`src/rtl/sdr_rd_if.sv`:
```
// sdr_rd_if: bundles the read-request, downstream FIFO and SDRAM pin signals of sdr_rd.
//   slave  modport: the sdr_rd controller (takes requests and sdr_DQ, drives the SDRAM pins and FIFO push)
//   master modport: the surrounding logic (requester, FIFO and SDRAM device)
// Signals:
//   sdr_rd_req / sdr_rd_word_cnt[11:0]      one-cycle read request and its word count
//   sdr_bank_addr / row_addr / col_addr     start address (col bits [1:0] ignored)
//   sdr_rdata_free_depth[3:0]               free entries in the downstream FIFO
//   sdr_rdata[15:0] / sdr_rdata_wr          captured word and its FIFO push strobe
//   rd_exit                                 one-cycle pulse when a request has completed
//   sdr_CKE..sdr_nWE, sdr_BA, sdr_A         SDRAM command and address pins
//   sdr_DQ[15:0], sdr_DQM[1:0]              SDRAM data bus (read only) and byte mask
interface sdr_rd_if;
  logic        sdr_rd_req;
  logic [11:0] sdr_rd_word_cnt;
  logic [1:0]  sdr_bank_addr;
  logic [12:0] sdr_row_addr;
  logic [8:0]  sdr_col_addr;
  logic [3:0]  sdr_rdata_free_depth;
  logic [15:0] sdr_rdata;
  logic        sdr_rdata_wr;
  logic        rd_exit;
  logic        sdr_CKE;
  logic        sdr_nCS;
  logic        sdr_nRAS;
  logic        sdr_nCAS;
  logic        sdr_nWE;
  logic [1:0]  sdr_BA;
  logic [12:0] sdr_A;
  logic [15:0] sdr_DQ;
  logic [1:0]  sdr_DQM;

  modport slave (
    input  sdr_rd_req, sdr_rd_word_cnt, sdr_bank_addr, sdr_row_addr, sdr_col_addr,
    input  sdr_rdata_free_depth, sdr_DQ,
    output sdr_rdata, sdr_rdata_wr, rd_exit, sdr_CKE, sdr_nCS, sdr_nRAS, sdr_nCAS, sdr_nWE,
    output sdr_BA, sdr_A, sdr_DQM
  );

  modport master (
    output sdr_rd_req, sdr_rd_word_cnt, sdr_bank_addr, sdr_row_addr, sdr_col_addr,
    output sdr_rdata_free_depth, sdr_DQ,
    input  sdr_rdata, sdr_rdata_wr, rd_exit, sdr_CKE, sdr_nCS, sdr_nRAS, sdr_nCAS, sdr_nWE,
    input  sdr_BA, sdr_A, sdr_DQM
  );
endinterface

```
`src/rtl/sdr_rd.sv`:
```
// sdr_rd: SDRAM burst-read controller. Opens a row (ACTIVE), issues BL4 READs paced by
// FIFO room and a 4-cycle command spacing, captures the returning words CL+1 cycles after
// each READ, closes the row (PRECHARGE) at row end or completion, and pulses rd_exit.
// Ports:
//   clk    clock
//   rst_n  asynchronous active-low reset
//   bus    sdr_rd_if.slave: request, FIFO push, SDRAM pins (see sdr_rd_if)
module sdr_rd #(
  parameter int unsigned NRCD = 3,  // ACTIVE-to-READ delay, cycles
  parameter int unsigned NRP  = 3,  // PRECHARGE-to-next-command delay, cycles
  parameter int unsigned CL   = 3   // CAS latency, 2..3
) (
  input logic     clk,
  input logic     rst_n,
  sdr_rd_if.slave bus
);

  localparam int unsigned SrW = CL + 4;
  // ACTIVE waits one extra cycle in READ before the first command can issue.
  localparam logic [3:0] RcdLoad = (NRCD >= 2) ? 4'(NRCD - 2) : 4'd0;
  localparam logic [3:0] RpLoad  = (NRP >= 1) ? 4'(NRP - 1) : 4'd0;

  localparam logic [2:0] CmdNop  = 3'b111;
  localparam logic [2:0] CmdAct  = 3'b011;
  localparam logic [2:0] CmdRead = 3'b101;
  localparam logic [2:0] CmdPre  = 3'b010;

  typedef enum logic [1:0] {IDLE, ACTIVE, READ, PRECHARGE} state_t;

  state_t       state_q;
  logic [23:0]  addr_q;      // {bank,row,col} of the next burst to issue
  logic [1:0]   bank_q;      // bank of the currently open row
  logic [11:0]  left_q;      // words still to issue
  logic [11:0]  inflight_q;  // words issued but not yet captured
  logic [3:0]   wait_q;
  logic [1:0]   gap_q;
  logic         row_done_q;
  logic [SrW-1:0] beat_q;    // bit 0 set: capture sdr_DQ on this edge
  logic [2:0]   cmd_q;
  logic [1:0]   ba_q;
  logic [12:0]  a_q;
  logic [15:0]  rdata_q;
  logic         wr_q;
  logic         exit_q;

  logic [2:0]     need;
  logic [3:0]     beat_mask;
  logic           room_ok;
  logic           issue;
  logic           capture;
  logic [11:0]    inflight_next;
  logic [23:0]    addr_inc;
  logic [SrW-1:0] beat_load;

  // Bursts are 4-word aligned, so the low column bits carry no information.
  logic unused_col;
  assign unused_col = ^bus.sdr_col_addr[1:0];

  always_comb begin
    need          = (left_q >= 12'd4) ? 3'd4 : left_q[2:0];
    beat_mask     = 4'hF >> (3'd4 - need);
    room_ok       = ({8'd0, bus.sdr_rdata_free_depth} >= inflight_q + {9'd0, need});
    issue         = (state_q == READ) && (gap_q == 2'd0) && (left_q != 12'd0) &&
                    !row_done_q && room_ok;
    capture       = beat_q[0];
    inflight_next = inflight_q + (issue ? {9'd0, need} : 12'd0) - {11'd0, capture};
    addr_inc      = addr_q + 24'd4;
    // Beat j of a burst lands at position CL+j and reaches bit 0 after CL+j shifts.
    beat_load     = {{CL{1'b0}}, beat_mask} << CL;
  end

  always_ff @(posedge clk or negedge rst_n) begin
    if (!rst_n) begin
      state_q    <= IDLE;
      addr_q     <= '0;
      bank_q     <= '0;
      left_q     <= '0;
      inflight_q <= '0;
      wait_q     <= '0;
      gap_q      <= '0;
      row_done_q <= 1'b0;
      beat_q     <= '0;
      cmd_q      <= CmdNop;
      ba_q       <= '0;
      a_q        <= '0;
      rdata_q    <= '0;
      wr_q       <= 1'b0;
      exit_q     <= 1'b0;
    end else begin
      cmd_q      <= CmdNop;
      wr_q       <= capture;
      exit_q     <= 1'b0;
      if (capture) rdata_q <= bus.sdr_DQ;
      beat_q     <= (beat_q >> 1) | (issue ? beat_load : '0);
      inflight_q <= inflight_next;
      if (gap_q != 2'd0) gap_q <= gap_q - 2'd1;

      unique case (state_q)
        IDLE: begin
          if (bus.sdr_rd_req && (bus.sdr_rd_word_cnt != 12'd0)) begin
            state_q    <= ACTIVE;
            addr_q     <= {bus.sdr_bank_addr, bus.sdr_row_addr, bus.sdr_col_addr[8:2], 2'b00};
            left_q     <= bus.sdr_rd_word_cnt;
            bank_q     <= bus.sdr_bank_addr;
            row_done_q <= 1'b0;
            wait_q     <= RcdLoad;
            cmd_q      <= CmdAct;
            ba_q       <= bus.sdr_bank_addr;
            a_q        <= bus.sdr_row_addr;
          end
        end
        ACTIVE: begin
          if (wait_q == 4'd0) state_q <= READ;
          else                wait_q  <= wait_q - 4'd1;
        end
        READ: begin
          if (issue) begin
            cmd_q  <= CmdRead;
            ba_q   <= bank_q;
            a_q    <= {4'd0, addr_q[8:2], 2'b00};
            addr_q <= addr_inc;
            left_q <= left_q - {9'd0, need};
            gap_q  <= 2'd3;
            // Next burst would wrap the column: this row is finished.
            if (addr_inc[8:0] == 9'd0) row_done_q <= 1'b1;
          end else if (((left_q == 12'd0) || row_done_q) && (inflight_q == 12'd0)) begin
            state_q <= PRECHARGE;
            cmd_q   <= CmdPre;
            ba_q    <= bank_q;
            a_q     <= '0;
            wait_q  <= RpLoad;
          end
        end
        PRECHARGE: begin
          if (wait_q != 4'd0) begin
            wait_q <= wait_q - 4'd1;
          end else if (left_q != 12'd0) begin
            state_q    <= ACTIVE;
            bank_q     <= addr_q[23:22];
            row_done_q <= 1'b0;
            wait_q     <= RcdLoad;
            cmd_q      <= CmdAct;
            ba_q       <= addr_q[23:22];
            a_q        <= addr_q[21:9];
          end else begin
            state_q <= IDLE;
            exit_q  <= 1'b1;
          end
        end
        default: state_q <= IDLE;
      endcase
    end
  end

  assign bus.sdr_CKE                           = 1'b1;
  assign bus.sdr_nCS                           = 1'b0;
  assign bus.sdr_DQM                           = 2'b00;
  assign {bus.sdr_nRAS, bus.sdr_nCAS, bus.sdr_nWE} = cmd_q;
  assign bus.sdr_BA                            = ba_q;
  assign bus.sdr_A                             = a_q;
  assign bus.sdr_rdata                         = rdata_q;
  assign bus.sdr_rdata_wr                      = wr_q;
  assign bus.rd_exit                           = exit_q;

endmodule
```
`src/flat_wrapper.sv`:
```
// flat-port wrapper written by rule: the top's interface ports become plain ports
module sdr_rd_flat 
#(
  parameter int unsigned NRCD = 3,                                 
  parameter int unsigned NRP  = 3,                                            
  parameter int unsigned CL   = 3                       
)
  (clk, rst_n, bus_sdr_rd_req, bus_sdr_rd_word_cnt, bus_sdr_bank_addr, bus_sdr_row_addr, bus_sdr_col_addr, bus_sdr_rdata_free_depth, bus_sdr_DQ, bus_sdr_rdata, bus_sdr_rdata_wr, bus_rd_exit, bus_sdr_CKE, bus_sdr_nCS, bus_sdr_nRAS, bus_sdr_nCAS, bus_sdr_nWE, bus_sdr_BA, bus_sdr_A, bus_sdr_DQM);
  sdr_rd_if bus_i ();
  input logic clk;
  input logic rst_n;
  input wire logic [$bits(bus_i.sdr_rd_req)-1:0] bus_sdr_rd_req;
  input wire logic [$bits(bus_i.sdr_rd_word_cnt)-1:0] bus_sdr_rd_word_cnt;
  input wire logic [$bits(bus_i.sdr_bank_addr)-1:0] bus_sdr_bank_addr;
  input wire logic [$bits(bus_i.sdr_row_addr)-1:0] bus_sdr_row_addr;
  input wire logic [$bits(bus_i.sdr_col_addr)-1:0] bus_sdr_col_addr;
  input wire logic [$bits(bus_i.sdr_rdata_free_depth)-1:0] bus_sdr_rdata_free_depth;
  input wire logic [$bits(bus_i.sdr_DQ)-1:0] bus_sdr_DQ;
  output wire logic [$bits(bus_i.sdr_rdata)-1:0] bus_sdr_rdata;
  output wire logic [$bits(bus_i.sdr_rdata_wr)-1:0] bus_sdr_rdata_wr;
  output wire logic [$bits(bus_i.rd_exit)-1:0] bus_rd_exit;
  output wire logic [$bits(bus_i.sdr_CKE)-1:0] bus_sdr_CKE;
  output wire logic [$bits(bus_i.sdr_nCS)-1:0] bus_sdr_nCS;
  output wire logic [$bits(bus_i.sdr_nRAS)-1:0] bus_sdr_nRAS;
  output wire logic [$bits(bus_i.sdr_nCAS)-1:0] bus_sdr_nCAS;
  output wire logic [$bits(bus_i.sdr_nWE)-1:0] bus_sdr_nWE;
  output wire logic [$bits(bus_i.sdr_BA)-1:0] bus_sdr_BA;
  output wire logic [$bits(bus_i.sdr_A)-1:0] bus_sdr_A;
  output wire logic [$bits(bus_i.sdr_DQM)-1:0] bus_sdr_DQM;
  assign bus_i.sdr_rd_req = bus_sdr_rd_req;
  assign bus_i.sdr_rd_word_cnt = bus_sdr_rd_word_cnt;
  assign bus_i.sdr_bank_addr = bus_sdr_bank_addr;
  assign bus_i.sdr_row_addr = bus_sdr_row_addr;
  assign bus_i.sdr_col_addr = bus_sdr_col_addr;
  assign bus_i.sdr_rdata_free_depth = bus_sdr_rdata_free_depth;
  assign bus_i.sdr_DQ = bus_sdr_DQ;
  assign bus_sdr_rdata = bus_i.sdr_rdata;
  assign bus_sdr_rdata_wr = bus_i.sdr_rdata_wr;
  assign bus_rd_exit = bus_i.rd_exit;
  assign bus_sdr_CKE = bus_i.sdr_CKE;
  assign bus_sdr_nCS = bus_i.sdr_nCS;
  assign bus_sdr_nRAS = bus_i.sdr_nRAS;
  assign bus_sdr_nCAS = bus_i.sdr_nCAS;
  assign bus_sdr_nWE = bus_i.sdr_nWE;
  assign bus_sdr_BA = bus_i.sdr_BA;
  assign bus_sdr_A = bus_i.sdr_A;
  assign bus_sdr_DQM = bus_i.sdr_DQM;
  sdr_rd #(.NRCD(NRCD), .NRP(NRP), .CL(CL)) u_core (.clk(clk), .rst_n(rst_n), .bus(bus_i));
endmodule
```
`config.mk`:
```
export PLATFORM = sky130hd
export DESIGN_NAME = sdr_rd_flat
export DESIGN_NICKNAME = d
export VERILOG_FILES = /design/src/rtl/sdr_rd_if.sv /design/src/rtl/sdr_rd.sv /design/src/flat_wrapper.sv
export SDC_FILE = /design/constraint.sdc
export NUM_CORES = 1
export LEC_CHECK = 0
export ABC_AREA = 0
export ABC_CLOCK_PERIOD_IN_PS = 6000
export BUFFER_PORTS_ARGS = -buffer_cell sky130_fd_sc_hd__buf_2
export CAP_MARGIN = 20
export CORE_UTILIZATION = 45
export CTS_CLUSTER_DIAMETER = 40
export CTS_CLUSTER_SIZE = 10
export DETAILED_ROUTE_END_ITERATION = 10
export PLACE_DENSITY = 0.75
export SYNTH_ARGS = -nofsm -noshare
export SYNTH_HDL_FRONTEND = slang
export SYNTH_SLANG_ARGS = --single-unit
```
`constraint.sdc`:
```
create_clock -name clk -period 6 [get_ports clk]
set_clock_uncertainty 0.05 [all_clocks]
set_input_delay 0.3 -clock clk [delete_from_list [all_inputs] [get_ports clk]]
set_output_delay 0.3 -clock clk [all_outputs]
set_load 0.01 [all_outputs]
```
Word-level counts from Yosys, hierarchy flattened --
Index checks and enable logic that the tools add are counted.
Storage, ports and cells: register bits 102, bits in latches 0, memory bits (writable) 0, memory bits (read-only) 0, input port bits 59, output and inout port bits 40, memories 0
Operators by class: $add $sub $neg 8, $mul 0, divide/modulo/power cells 0, order comparisons 2, equal/unequal tests 14, shifts and indexed selects 1, muxes and demuxes 54, bitwise gates (word level) 1, reductions and logical operators 27
Operators with widths (count):
- $mux 13 | 5
- $mux 24 | 2
- $pmux 24 s2 | 1
- $pmux 13 s3 | 1
- $mux 2 | 13
- $add 24x3->24 const B | 1
- $logic_not 12->1 | 2
- $mux 12 | 2
- $mux 4 | 6
- $pmux 12 s2 | 1
- $reduce_bool 12->1 | 2
- $mux 3 | 7
- $pmux 4 s4 | 1
- $reduce_and 5->1 | 3
- $add 12x12->12 | 1
- $add 12x3->12 | 1
- $ge 12x3->1 const B | 1
- $ge 4x12->1 | 1
- $sub 12x1->12 | 1
- $sub 12x3->12 | 1
- $ne 2x2->1 const B | 5
- $logic_not 9->1 | 1
- $mux 1 | 9
- $pmux 3 s3 | 1
- other kinds (26) | 38

Depth between registers and ports, before layout --
Gate-level depths: netlist (run 1).
word-level depth 8, mapped depth 27, depth with buffers taken out 25

Worst setup path before layout (run 1) --
No wires, ideal clock.
path type reg-to-reg, from register u_core.left_q[4], to register u_core.inflight_q[11], library setup time 0.079 ns, data arrival time 4.895 ns, path slack 0.976 ns, cell stages (with the launch flop) 25, buffers on the path 1, clock period less this slack 5.024 ns, cells stage by stage dfrtp_1 nor3_1 and4_1 clkbuf_1 nand2_1 inv_1 ha_1 fa_1 inv_1 ha_1 a2111oi_0 nor2_1 nand4_1 inv_1 nand2_1 ha_1 inv_1 ha_1 a21oi_1 o21ai_0 nor4_1 o311ai_0 a21o_1 a21oi_1 xor2_1
On the way: cells in the longest elaborated chain, start to end 8
RTL lines:
- from (decl) | RTL line sdr_rd.sv:33 | logic [11:0] left_q;
- from (signal assigned) | RTL line sdr_rd.sv:103 | left_q <= bus.sdr_rd_word_cnt;
- from (signal assigned) | RTL line sdr_rd.sv:122 | left_q <= left_q - {9'd0, need};
- $ge 12x3->1 | RTL line sdr_rd.sv:60 | need = (left_q >= 12'd4) ? 3'd4 : left_q[2:0];
- $mux 3 | RTL line sdr_rd.sv:60
- $add 12x3->12 | RTL line sdr_rd.sv:62 | room_ok = ({8'd0, bus.sdr_rdata_free_depth} >= inflight_q + {9'd0, need});
- $ge 4x12->1 | RTL line sdr_rd.sv:62
- $logic_and 1x1->1 | RTL line sdr_rd.sv:64 | !row_done_q && room_ok;
- $mux 3 (*) | RTL line sdr_rd.sv:66 | inflight_next = inflight_q + (issue ? {9'd0, need} : 12'd0) - {11'd0, capture};
- $add 12x12->12 (*) | RTL line sdr_rd.sv:66
- $sub 12x1->12 (*) | RTL line sdr_rd.sv:66
- via u_core.inflight_next[11] | RTL line sdr_rd.sv:51 | logic [11:0] inflight_next;
- to (signal assigned) | RTL line sdr_rd.sv:95 | inflight_q <= inflight_next;
- to (decl) | RTL line sdr_rd.sv:34 | logic [11:0] inflight_q;
Mark *: on every way through the listed nets, which the timed path passes. The rest lies on a longest branch. A chain may end at the register's enable or synchronous reset.

Final worst setup path (run 1) --
from register u_core.left_q[8], to register u_core.inflight_q[11]
Same word-level chain as after synthesis.

==> results by group, run 1 <==
Power and ir drop
  – Pwr dens: 190 nW/um^2
  – Leakage Power: 3.30 nW
  – Total power: 1.34 mW
  – Sw Ratio: 21.4%
  – Clock power frac: 44.7%
  – Internal: 1.05 mW
  – Max VDD drop: 0.143 mV
  – Sequential share of power: 51.0%
  – Psw: 286 uW
  – Comb power frac: 4.3%

Routing
  – Detailed Route Iter0 Violations: 532
  – Drt first pass iters: 5
  – Avg WL per Cell: 16.0 um
  – Remaining antenna violation count: 0
  – Via density: 5.78
  – Final WL: 14700 um
  – Total number of vias: 5296
  – # DRC: 0

Synth
  – Avg Synthesized Cell Area: 9.29 sq um
  – Synth cell count leaders: dfrtp_1 (97), nand2_1 (63), nor2_1 (46), ha_1 (44), o21ai_0 (42)
  – Most common cell in the netlist: dfrtp_1
  – Top_reg_cell synth: dfrtp_1
  – Synth top area share: 39.7%
  – Synth area leaders: dfrtp_1 (40%), ha_1 (9.0%), nand2_1 (3.9%), o21ai_0 (3.4%), mux2_2 (3.1%)
  – Post-Syn Area: 6120 sq um
  – Sequential area share after synthesis: 40.9%
  – Post-synth EDFFs: 0
  – Post-synth cell types: 74
  – Gate Count Post-Synth: 659
  – Asr flop ratio synth: 100%
  – Synth Register Bits: 100
  – Yosys warning total: 0
  – Area leader, netlist: dfrtp_1

Die
  – Placeable Area: 13200 sq um
  – Die area: 14100 sq um
  – Row cnt: 42
  – Initial Util: 46.2%
  – I/O pin cnt: 99
  – Die height: 119 um
  – Die W: 119 um

Clock tree
  – CTS clk-pin slew, worst paths: 0.07 ns
  – Worst-case clock buffer depth: 2
  – Clock Tree Root: clkbuf_16
  – CTS H-tree lvls: 3
  – CTS buffer count: 9
  – CTS tree: done
  – Clk sinks: 100
  – Postcts setup bufs: 0
  – Worst-Skew Late Latency: 0.36 ns

Finish
  – Fin util: 53.1%
  – Final std cells w/o fill: 916
  – Nets: 840
  – Share of cells above drive strength 1: 19.9%
  – Cell area after layout: 7030 sq um
  – Diodes inserted: 0
  – P&R area growth vs syn: 14.9%

Hold path
  – Worst hold start: bus_sdr_rd_word_cnt[0]
  – Worst hold path class: input pin to register

Status
  – Run status: finished, final reports clean

Timing
  – Hold Slack: 0.127 ns
  – RSZ-0062 raised after global routing: no
  – Slew Viols, Final: 0
  – Worst setup margin: 0.581 ns
  – Slew HR: 28.1%
  – Final period util: 90.3%
  – Setup TNS: 0 ns
  – Final hold vios: 0
  – Post-layout min period: 5.42 ns
  – FMAX: 185 MHz
  – Least-Margin Pin Slew: 1.07 ns
  – Final setup viols: 0

Placement
  – PortBufs: 92
  – Post-DP Area: 6710 sq um
  – Pre-CTS setup slack: 0.511 ns
  – Cells after DPL: 899
  – DP Wirelength: 10600 um
  – RD Place Congestion: 0.869

Global routing
  – Largest net degree at the start of global routing: 79
  – Antenna violations before repair: 0
  – Vias in the first global route: 5146
  – Global-route wire length before repair: 24700 um
  – Gr ovfl total: 0
  – Tot GR Track Use: 21.9%

Run
  – Max-Cap Viols: 0

Critical path
  – CP Capture Type: register
  – Crit Path Category: register to register
  – RR Startpoint: u_core.left_q[8]$_DFFE_PN0P_
  – Crit-path max FO: 7
  – Critical Path, Cell by Cell: nor3_1 > and4_1 > nand2_1 > inv_1 > ha_1 > fa_1 > inv_1 > ha_1 > a2111oi_1 > nor2_1 > nand4_1 > inv_1 > nand2_1 > ha_1 > inv_1 > ha_1 > a21oi_1 > o21ai_0 > nor4_1 > o311ai_0 > a21o_1 > a21oi_1 > xor2_1
  – Worst path slowest cell: a2111oi_1
  – Worst setup SP type: register
  – Crit path DAT: 5.65 ns
  – Crit path largest cell delay: 0.46 ns
  – Req. time, crit path: 6.23 ns
  – Critical path origin: u_core.left_q[8]$_DFFE_PN0P_
==> cell type report <==
type | count | area, sq um
well taps | 176 | 220
repair buffers | 100 | 526
inverters | 39 | 146
multi-input cells | 485 | 3330
clock buffers | 13 | 260
clock inverters | 3 | 43.8
flip-flops and latches | 100 | 2510
fillers | 1238 | 6210
==> power by group through the flow <==
stage               clock network, mW  logic, mW  registers (mW)
floorplan                           0     0.0119           0.698
global placement                    0     0.0558           0.694
detailed placement                  0     0.0574           0.695
CTS                             0.611     0.0581           0.682
global route                    0.633     0.0643           0.682
finish                          0.598     0.0569           0.682
==> worst max-delay path, delay by kind of cell, from the launching register on <==
| kind | cells | cell delay, ns |
|---|---|---|
| flip-flops | 1 | 0.42 |
| AO/OA/AOI/OAI | 6 | 1.52 |
| AND/OR/NAND/NOR | 7 | 1.53 |
| buffers and inverters | 4 | 0.32 |
| adder cells (fa/ha/maj) | 5 | 1.33 |
| XOR/XNOR | 1 | 0.16 |
==> flip-flops by register name, summed over array words and instances (netlist names), 3 cells and up <==
signal	cells
u_core.bus.sdr_A	13
u_core.bus.sdr_rdata	16
u_core.addr_q	22
u_core.wait_q	4
u_core.left_q	12
u_core.beat_q	7
u_core.cmd_q	3
u_core.inflight_q	12
==> final timing paths <==
path                                               endpoint  slack [ns]  depth (start not counted)
min in group asynchronous  u_core.bus.sdr_A[10]$_DFFE_PN0P_        0.33                          2
hold reg to reg                  u_core.beat_q[1]$_DFF_PN0_        0.30                          0
hold / removal                 u_core.left_q[0]$_DFFE_PN0P_        0.13                          3
max in group asynchronous      u_core.left_q[6]$_DFFE_PN0P_        4.31                          3
setup / recovery            u_core.inflight_q[11]$_DFF_PN0_        0.58                         23
setup reg to reg            u_core.inflight_q[11]$_DFF_PN0_        0.58                         23
==> cells by family after synthesis <==
logic type      count (synthesis)  share of synthesized area, %
compound gates                181                          20.5
xor+xnor                       14                          2.00
fa+ha+maj                      46                          9.65
buf+inv                        77                          5.07
flops                         100                          40.9
mux                            23                          4.11
other cells                     2                         0.123
simple gates                  216                          17.6
==> layer usage <==
| layer | GRT usage [%] | routed length [um] |
|---|---|---|
| met1 | 30.0 | 6750 |
| met2 | 34.3 | 6820 |
| met3 | 3.67 | 872 |
| met4 | 8.94 | 236 |
| met5 | 0 | 0 |
==> cell usage in the layout (no fill, tap or decap), types with 6 or more instances in the layout <==
cell type and n:
dfrtp_1 97, buf_2 91, nand2_1 63, nor2_1 46, ha_1 44, o21ai_0 41, inv_1 39, a21oi_1 29
nor3_1 19, mux2_2 17, nand3_1 15, nor4_1 12, a22oi_1 12, nand4_1 11, a31oi_1 10, xnor2_1 9
clkbuf_16 9, and3_1 8, buf_4 8, o22ai_1 7, nand2b_1 6, nor2b_1 6, mux2i_1 6
==> what timing repair did <==
item / in CTS / in global routing
setup endpoints to repair: 0 / 1
hold buffers: 1 / 0
resized for setup: 0 / 2
endpoints found under the hold margin: 22 / 0
(Power assumes the default switching activity.)
==> run 2, diff against run 1 <==
--- a/config.mk
+++ b/config.mk
@@ -9,7 +9,9 @@
 export ABC_CLOCK_PERIOD_IN_PS = 6000
 export BUFFER_PORTS_ARGS = -buffer_cell sky130_fd_sc_hd__buf_2
 export CAP_MARGIN = 20
+export CORE_MARGIN = 4
 export CORE_UTILIZATION = 45
+export CTS_BUF_LIST = sky130_fd_sc_hd__clkbuf_8 sky130_fd_sc_hd__clkbuf_16
 export CTS_CLUSTER_DIAMETER = 40
 export CTS_CLUSTER_SIZE = 10
 export DETAILED_ROUTE_END_ITERATION = 10
==> run 2 against run 1 <==
Compared with the run above:
- combinational power grew 1%
- largest cell class unchanged
- register-to-register slack worse by 0.04 ns
- count of clock-buffer cells in the layout fell by 3
- critical path depth increased by 2
- power decreased by 0.99%
==> results by group, run 2 (synthesis results as in run 1) <==
Global routing
  – Tot GR Track Use: 20.2% (was 21.9%)
  – Largest net degree at the start of global routing: 66 (was 79)
  – Global-route wire length before repair: 25900 um (was 24700 um)
  – Gr ovfl total: 0 (unchanged)
  – Antenna violations before repair: 0 (unchanged)
  – Vias in the first global route: 5184 (was 5146)

Routing
  – Via density: 5.91 (was 5.78)
  – Detailed Route Iter0 Violations: 494 (was 532)
  – Drt first pass iters: 5 (unchanged)
  – Total number of vias: 5418 (was 5296)
  – # DRC: 0 (unchanged)
  – Remaining antenna violation count: 0 (unchanged)
  – Avg WL per Cell: 16.9 um (was 16.0 um)
  – Final WL: 15400 um (was 14700 um)

Timing
  – Final setup viols: 0 (unchanged)
  – Slew HR: 25.0% (was 28.1%)
  – Final hold vios: 0 (unchanged)
  – FMAX: 183 MHz (was 185 MHz)
  – Least-Margin Pin Slew: 1.12 ns (was 1.07 ns)
  – Final period util: 91.0% (was 90.3%)
  – Slew Viols, Final: 0 (unchanged)
  – Setup TNS: 0 ns (unchanged)
  – Post-layout min period: 5.46 ns (was 5.42 ns)
  – RSZ-0062 raised after global routing: no (unchanged)

Finish
  – Diodes inserted: 0 (unchanged)
  – P&R area growth vs syn: 14.7% (was 14.9%)
  – Nets: 840 (unchanged)
  – FILL cells: 1244 (was 1238)
  – Most common cell after layout, fill and taps aside: dfrtp_1 (unchanged)
  – Fin util: 52.8% (was 53.1%)
  – Max reg flops: 22 (unchanged)
  – Share of cells above drive strength 1: 20.3% (was 19.9%)
  – Commonest non-fill, non-tap cells in the layout: dfrtp_1 (97), buf_2 (91), nand2_1 (63) (unchanged)
  – Biggest register: u_core.addr_q (unchanged)

Placement
  – RD Place Congestion: 0.885 (was 0.869)
  – DP Wirelength: 11000 um (was 10600 um)
  – PortBufs: 92 (unchanged)

Die
  – Placeable Area: 13300 sq um (was 13200 sq um)
  – Row cnt: 42 (unchanged)
  – Die W: 125 um (was 119 um)
  – Die area: 15500 sq um (was 14100 sq um)
  – Initial Util: 46.0% (was 46.2%)
  – I/O pin cnt: 99 (unchanged)
  – Die height: 125 um (was 119 um)

Clock tree
  – CTS H-tree lvls: 3 (unchanged)
  – Worst-case clock buffer depth: 2 (unchanged)
  – CTS clk-pin slew, worst paths: 0.07 ns (about the same)
  – Clk sinks: 100 (unchanged)
  – Worst-Skew Late Latency: 0.36 ns (about the same)
  – CTS tree: done (unchanged)
  – Clock Tree Root: clkbuf_16 (unchanged)
  – CTS buffer count: 9 (unchanged)

Power and ir drop
  – Max VDD drop: 0.142 mV (was 0.143 mV)
  – Pwr dens: 189 nW/um^2 (was 190 nW/um^2)
  – Leakage Power: 3.29 nW (was 3.30 nW)

Hold path
  – Worst hold path class: input pin to register (unchanged)

Critical path
  – Crit path DAT: 5.70 ns (was 5.65 ns)
  – Most frequent CP cell: ha_1
  – Worst setup SP type: register (unchanged)
  – Crit Path Category: register to register (unchanged)
  – CP Capture Type: register (unchanged)
  – Req. time, crit path: 6.24 ns (was 6.23 ns)
  – Crit-path max FO: 7 (unchanged)
  – Worst path slowest cell: dfrtp_1 (was a2111oi_1)
  – Crit path largest cell delay: 0.42 ns (was 0.46 ns)

Status
  – Run status: finished, final reports clean (unchanged)

Run
  – Max-Cap Viols: 0 (unchanged)
run 2: changes by cell type in the layout (fill, tap and decap cells not counted), sizes merged:
| cell | before | now |
|---|---|---|
| inv | 40 | 44 |
| clkbuf | 13 | 10 |
| bufinv | 1 | 0 |
| clkinv | 1 | 0 |
| clkinvlp | 0 | 1 |
run 2: per-stage QoR:
step	cells	hold WS [ns]	setup WS, ns	power (mW)	cell area [sq um]
finish	916	0.114	0.540	1.32	7020
global route	916	0.117	0.0209	1.37	7020
CTS	916	0.106	0.501	1.33	7010
global placement	899	0.233	0.681	0.750	6710
floorplan	662	-0.0456	0.976	0.710	6130
detailed placement	899	0.244	0.539	0.752	6710
run 2: routing by layer:
| layer | global-route usage (%) | part of all wire, % | vias up |
|---|---|---|---|
| met4 | 7.16 | 2.1 | 0 |
| met3 | 4.42 | 7.9 | 20 |
| li1 | - | - | 2562 |
| met2 | 31.9 | 46 | 243 |
| met1 | 27.4 | 44 | 2593 |
| met5 | 0 | 0 | - |
run 2: critical path: cells and delay by family (launching register included):
kind | cells | cell delay [ns]
simple gates | 8 | 1.60
compound gates | 8 | 1.57
fa+ha+maj | 4 | 1.16
flops | 1 | 0.42
buf+inv | 3 | 0.33
xor+xnor | 2 | 0.24
run 2: worst paths after layout:
kind | start | end | slack [ns] | cells past startpoint
min in group asynchronous | rst_n | u_core.inflight_q[2]$_DFF_PN0_ | 0.38 | 2
max | u_core.left_q[8]$_DFFE_PN0P_ | u_core.inflight_q[11]$_DFF_PN0_ | 0.54 | 25
max reg2reg | u_core.left_q[8]$_DFFE_PN0P_ | u_core.inflight_q[11]$_DFF_PN0_ | 0.54 | 25
min reg2reg | u_core.beat_q[3]$_DFF_PN0_ | u_core.beat_q[2]$_DFF_PN0_ | 0.30 | 0
max in group asynchronous | rst_n | u_core.addr_q[3]$_DFFE_PN0P_ | 4.31 | 3
min | bus_sdr_rd_word_cnt[6] | u_core.left_q[6]$_DFFE_PN0P_ | 0.11 | 2
run 2: layout make-up:
cell class | count | area [sq um] | share of cell area (%)
Multi-Input combinational cell | 485 | 3330 | 47.5
Inverter | 39 | 146 | 2.09
Tap cell | 176 | 220 | 3.14
Sequential cell | 100 | 2510 | 35.7
Clock buffer | 10 | 239 | 3.40
Timing Repair Buffer | 100 | 526 | 7.49
Clock inverter | 6 | 51.3 | 0.731
run 2: timing repair:
| action | 4_1_cts | 5_1_grt |
|---|---|---|
| gates resized for setup | 0 | 2 |
| endpoints found under the hold margin | 35 | 0 |
| setup endpoints to repair | 0 | 1 |
| hold buffers | 1 | 0 |
| buffers inserted | 0 | 0 |
run 2: where the power goes:
group | internal [mW] | switching (mW)
clock | 0.301 | 0.284
sequential | 0.679 | 0.00242
combinational | 0.0245 | 0.0332
total | 1.00 | 0.320
==> run 3, diff against run 2 <==
--- a/config.mk
+++ b/config.mk
@@ -6,7 +6,7 @@
 export NUM_CORES = 1
 export LEC_CHECK = 0
 export ABC_AREA = 0
-export ABC_CLOCK_PERIOD_IN_PS = 6000
+export ABC_CLOCK_PERIOD_IN_PS = 5000
 export BUFFER_PORTS_ARGS = -buffer_cell sky130_fd_sc_hd__buf_2
 export CAP_MARGIN = 20
 export CORE_MARGIN = 4
@@ -15,7 +15,7 @@
 export CTS_CLUSTER_DIAMETER = 40
 export CTS_CLUSTER_SIZE = 10
 export DETAILED_ROUTE_END_ITERATION = 10
-export PLACE_DENSITY = 0.75
+export PLACE_DENSITY = 0.69
 export SYNTH_ARGS = -nofsm -noshare
 export SYNTH_HDL_FRONTEND = slang
 export SYNTH_SLANG_ARGS = --single-unit
==> constraint.sdc (replaced) <==
create_clock -name clk -period 5 [get_ports clk]
set_clock_uncertainty 0.05 [all_clocks]
set_input_delay 0.25 -clock clk [delete_from_list [all_inputs] [get_ports clk]]
set_output_delay 0.25 -clock clk [all_outputs]
set_load 0.01 [all_outputs]
==> run 3 against run 2 <==
Compared with the run above:
- routed wire length is 1.8% higher
- highest routed layer unchanged
- sequential share of layout area is 1.3 points lower
- die area stayed put
- cell count is 2.5% higher
- critical endpoint unchanged
- first-iteration DRC count is 1.4% lower
- count of clock-buffer cells in the layout stayed put
- critical path depth is 1 lower
- clock power is 19% higher
- critical path type unchanged
- design area is 3.8% higher
- hold slack worse by 0.035 ns
- global-route usage hardly changed
==> results by group, run 3 (synthesis results as in run 1) <==
Status
  – Run status: finished, final reports clean (unchanged)

Critical path
  – CP top delay family: compound AO/OA/AOI/OAI gates (was simple AND/OR/NAND/NOR gates)
  – Worst Path Buf+Inv: 6 (was 3)
  – Worst path slowest cell: a2111o_1 (was dfrtp_1)
  – Reg2reg path depth: 24 (was 25)
  – Worst setup SP type: register (unchanged)
  – WP depth: 24 (was 25)
  – Crit-path max FO: 4 (was 7)
  – Crit path DAT: 4.94 ns (was 5.70 ns)
  – Crit Path Category: register to register (unchanged)
  – Register-to-register setup slack: 0.28 ns (was 0.54 ns)
  – Crit path largest cell delay: 0.44 ns (was 0.42 ns)
  – Req. time, crit path: 5.22 ns (was 6.24 ns)
  – CP Capture Type: register (unchanged)
  – Critical Path, Cell by Cell: nor3_2 > and4_4 > buf_4 > inv_1 > ha_4 > buf_4 > a21o_1 > a2111o_1 > o21ai_2 > o21a_1 > nand4_1 > inv_1 > nand2_1 > ha_1 > inv_1 > ha_1 > a21oi_2 > o21ai_2 > nor4_2 > buf_4 > o311ai_2 > a21o_1 > a21oi_1 > xor2_1

Die
  – Initial Util: 46.0% (unchanged)
  – Die W: 125 um (unchanged)
  – Die height: 125 um (unchanged)
  – Die area: 15500 sq um (unchanged)
  – Placeable Area: 13300 sq um (unchanged)
  – I/O pin cnt: 99 (unchanged)
  – Row cnt: 42 (unchanged)

Finish
  – Fin util: 54.8% (was 52.8%)
  – Share of cells above drive strength 1: 24.5% (was 20.3%)
  – Register area: 2510 sq um (unchanged)
  – Commonest non-fill, non-tap cells in the layout: dfrtp_1 (97), buf_2 (91), nand2_1 (63) (unchanged)
  – Max reg flops: 22 (unchanged)
  – Area of the multi-input gates: 3420 sq um (was 3330 sq um)
  – Nets: 863 (was 840)
  – Diodes inserted: 0 (unchanged)
  – Most common cell after layout, fill and taps aside: dfrtp_1 (unchanged)
  – P&R area growth vs syn: 19.1% (was 14.7%)
  – Biggest register: u_core.addr_q (unchanged)
  – FILL cells: 1193 (was 1244)

Global routing
  – Tot GR Track Use: 20.2% (about the same)
  – Vias in the first global route: 5271 (was 5184)
  – Global-route wire length before repair: 26200 um (was 25900 um)
  – Gr ovfl total: 0 (unchanged)
  – Largest net degree at the start of global routing: 61 (was 66)
  – Antenna violations before repair: 0 (unchanged)

Timing
  – Slew HR: 26.5% (was 25.0%)
  – Final setup viols: 0 (unchanged)
  – Final hold vios: 0 (unchanged)
  – Hold Slack: 0.0785 ns (was 0.114 ns)
  – Slew Viols, Final: 0 (unchanged)
  – FMAX: 212 MHz (was 183 MHz)
  – Least-Margin Pin Slew: 1.10 ns (was 1.12 ns)
  – Final period util: 94.5% (was 91.0%)
  – Post-layout min period: 4.72 ns (was 5.46 ns)
  – Worst setup margin: 0.276 ns (was 0.540 ns)

Clock tree
  – Clk sinks: 100 (unchanged)
  – Worst-case clock buffer depth: 2 (unchanged)
  – CTS clk-pin slew, worst paths: 0.07 ns (about the same)
  – CTS buffer count: 9 (unchanged)
  – Clock Tree Root: clkbuf_16 (unchanged)
  – Worst-Skew Late Latency: 0.35 ns (was 0.36 ns)
  – CTS tree: done (unchanged)
  – CTS H-tree lvls: 3 (unchanged)

Hold path
  – Worst hold path class: input pin to register (unchanged)
  – Hold depth: 2 (unchanged)

Power and ir drop
  – Pwr dens: 218 nW/um^2 (was 189 nW/um^2)
  – Leakage Power: 3.43 nW (was 3.29 nW)
  – Max VDD drop: 0.141 mV (was 0.142 mV)

Routing
  – Detailed Route Iter0 Violations: 487 (was 494)
  – # DRC: 0 (unchanged)
  – Final WL: 15700 um (was 15400 um)
  – Avg WL per Cell: 16.7 um (was 16.9 um)
  – Total number of vias: 5390 (was 5418)
  – Drt first pass iters: 5 (unchanged)
  – Via density: 5.74 (was 5.91)
  – Remaining antenna violation count: 0 (unchanged)

Placement
  – DP Wirelength: 11200 um (was 11000 um)
  – Pre-CTS setup slack: -0.172 ns (was 0.539 ns)
  – PortBufs: 92 (unchanged)
  – RD Place Congestion: 0.856 (was 0.885)

Run
  – Max-Cap Viols: 0 (unchanged)
-- run 3: final cells by class --
cell class | count | area share, %
repair buffers | 123 | 9.58
flip-flops and latches | 100 | 34.4
well taps | 176 | 3.02
clock inverters | 6 | 0.772
inverters | 39 | 2.01
multi-input cells | 485 | 47.0
clock buffers | 10 | 3.28
-- run 3: report_power, final --
group	switching (mW)	total (mW)	internal (mW)
Combinational	0.0406	0.0707	0.0301
Sequential	0.00287	0.818	0.815
Clock	0.301	0.699	0.397
Total	0.345	1.59	1.24
-- run 3: per-layer routing --
layer | vias up | routed length, um | track usage (%)
met4 | 0 | 206 | 6.38
met5 | - | 0 | 0
met2 | 193 | 7220 | 31.6
li1 | 2617 | - | -
met1 | 2565 | 7280 | 28.9
met3 | 15 | 1010 | 3.13
-- run 3: path summary, 6_finish.rpt --
| check | from | endpoint |
|---|---|---|
| setup / recovery | u_core.left_q[4]$_DFFE_PN0P_ | u_core.inflight_q[11]$_DFF_PN0_ |
| hold / removal | bus_sdr_rd_word_cnt[6] | u_core.left_q[6]$_DFFE_PN0P_ |
| setup reg to reg | u_core.left_q[4]$_DFFE_PN0P_ | u_core.inflight_q[11]$_DFF_PN0_ |
| hold reg to reg | u_core.beat_q[1]$_DFF_PN0_ | u_core.beat_q[0]$_DFF_PN0_ |
| max in group asynchronous | rst_n | u_core.cmd_q[1]$_DFF_PN1_ |
| min in group asynchronous | rst_n | u_core.bus.sdr_rdata[3]$_DFFE_PN0P_ |
-- run 3: what timing repair did --
action,4_1_cts,5_1_grt
endpoints found under the setup margin,2,6
resized for setup,4,19
endpoints found under the hold margin,58,0
hold buffers,1,0
pin swaps,0,4
buffers inserted,0,5
-- run 3: through the flow --
stage                     setup TNS, ns  total power [mW]  instance area [sq um]  std cells
final                                 0              1.59                   7290        939
after global placement                0             0.900                   6850        917
after detailed placement         -0.172             0.903                   6850        917
after floorplan                       0             0.852                   6140        662
after global routing            -0.0259              1.65                   7290        939
after CTS                             0              1.60                   7170        934
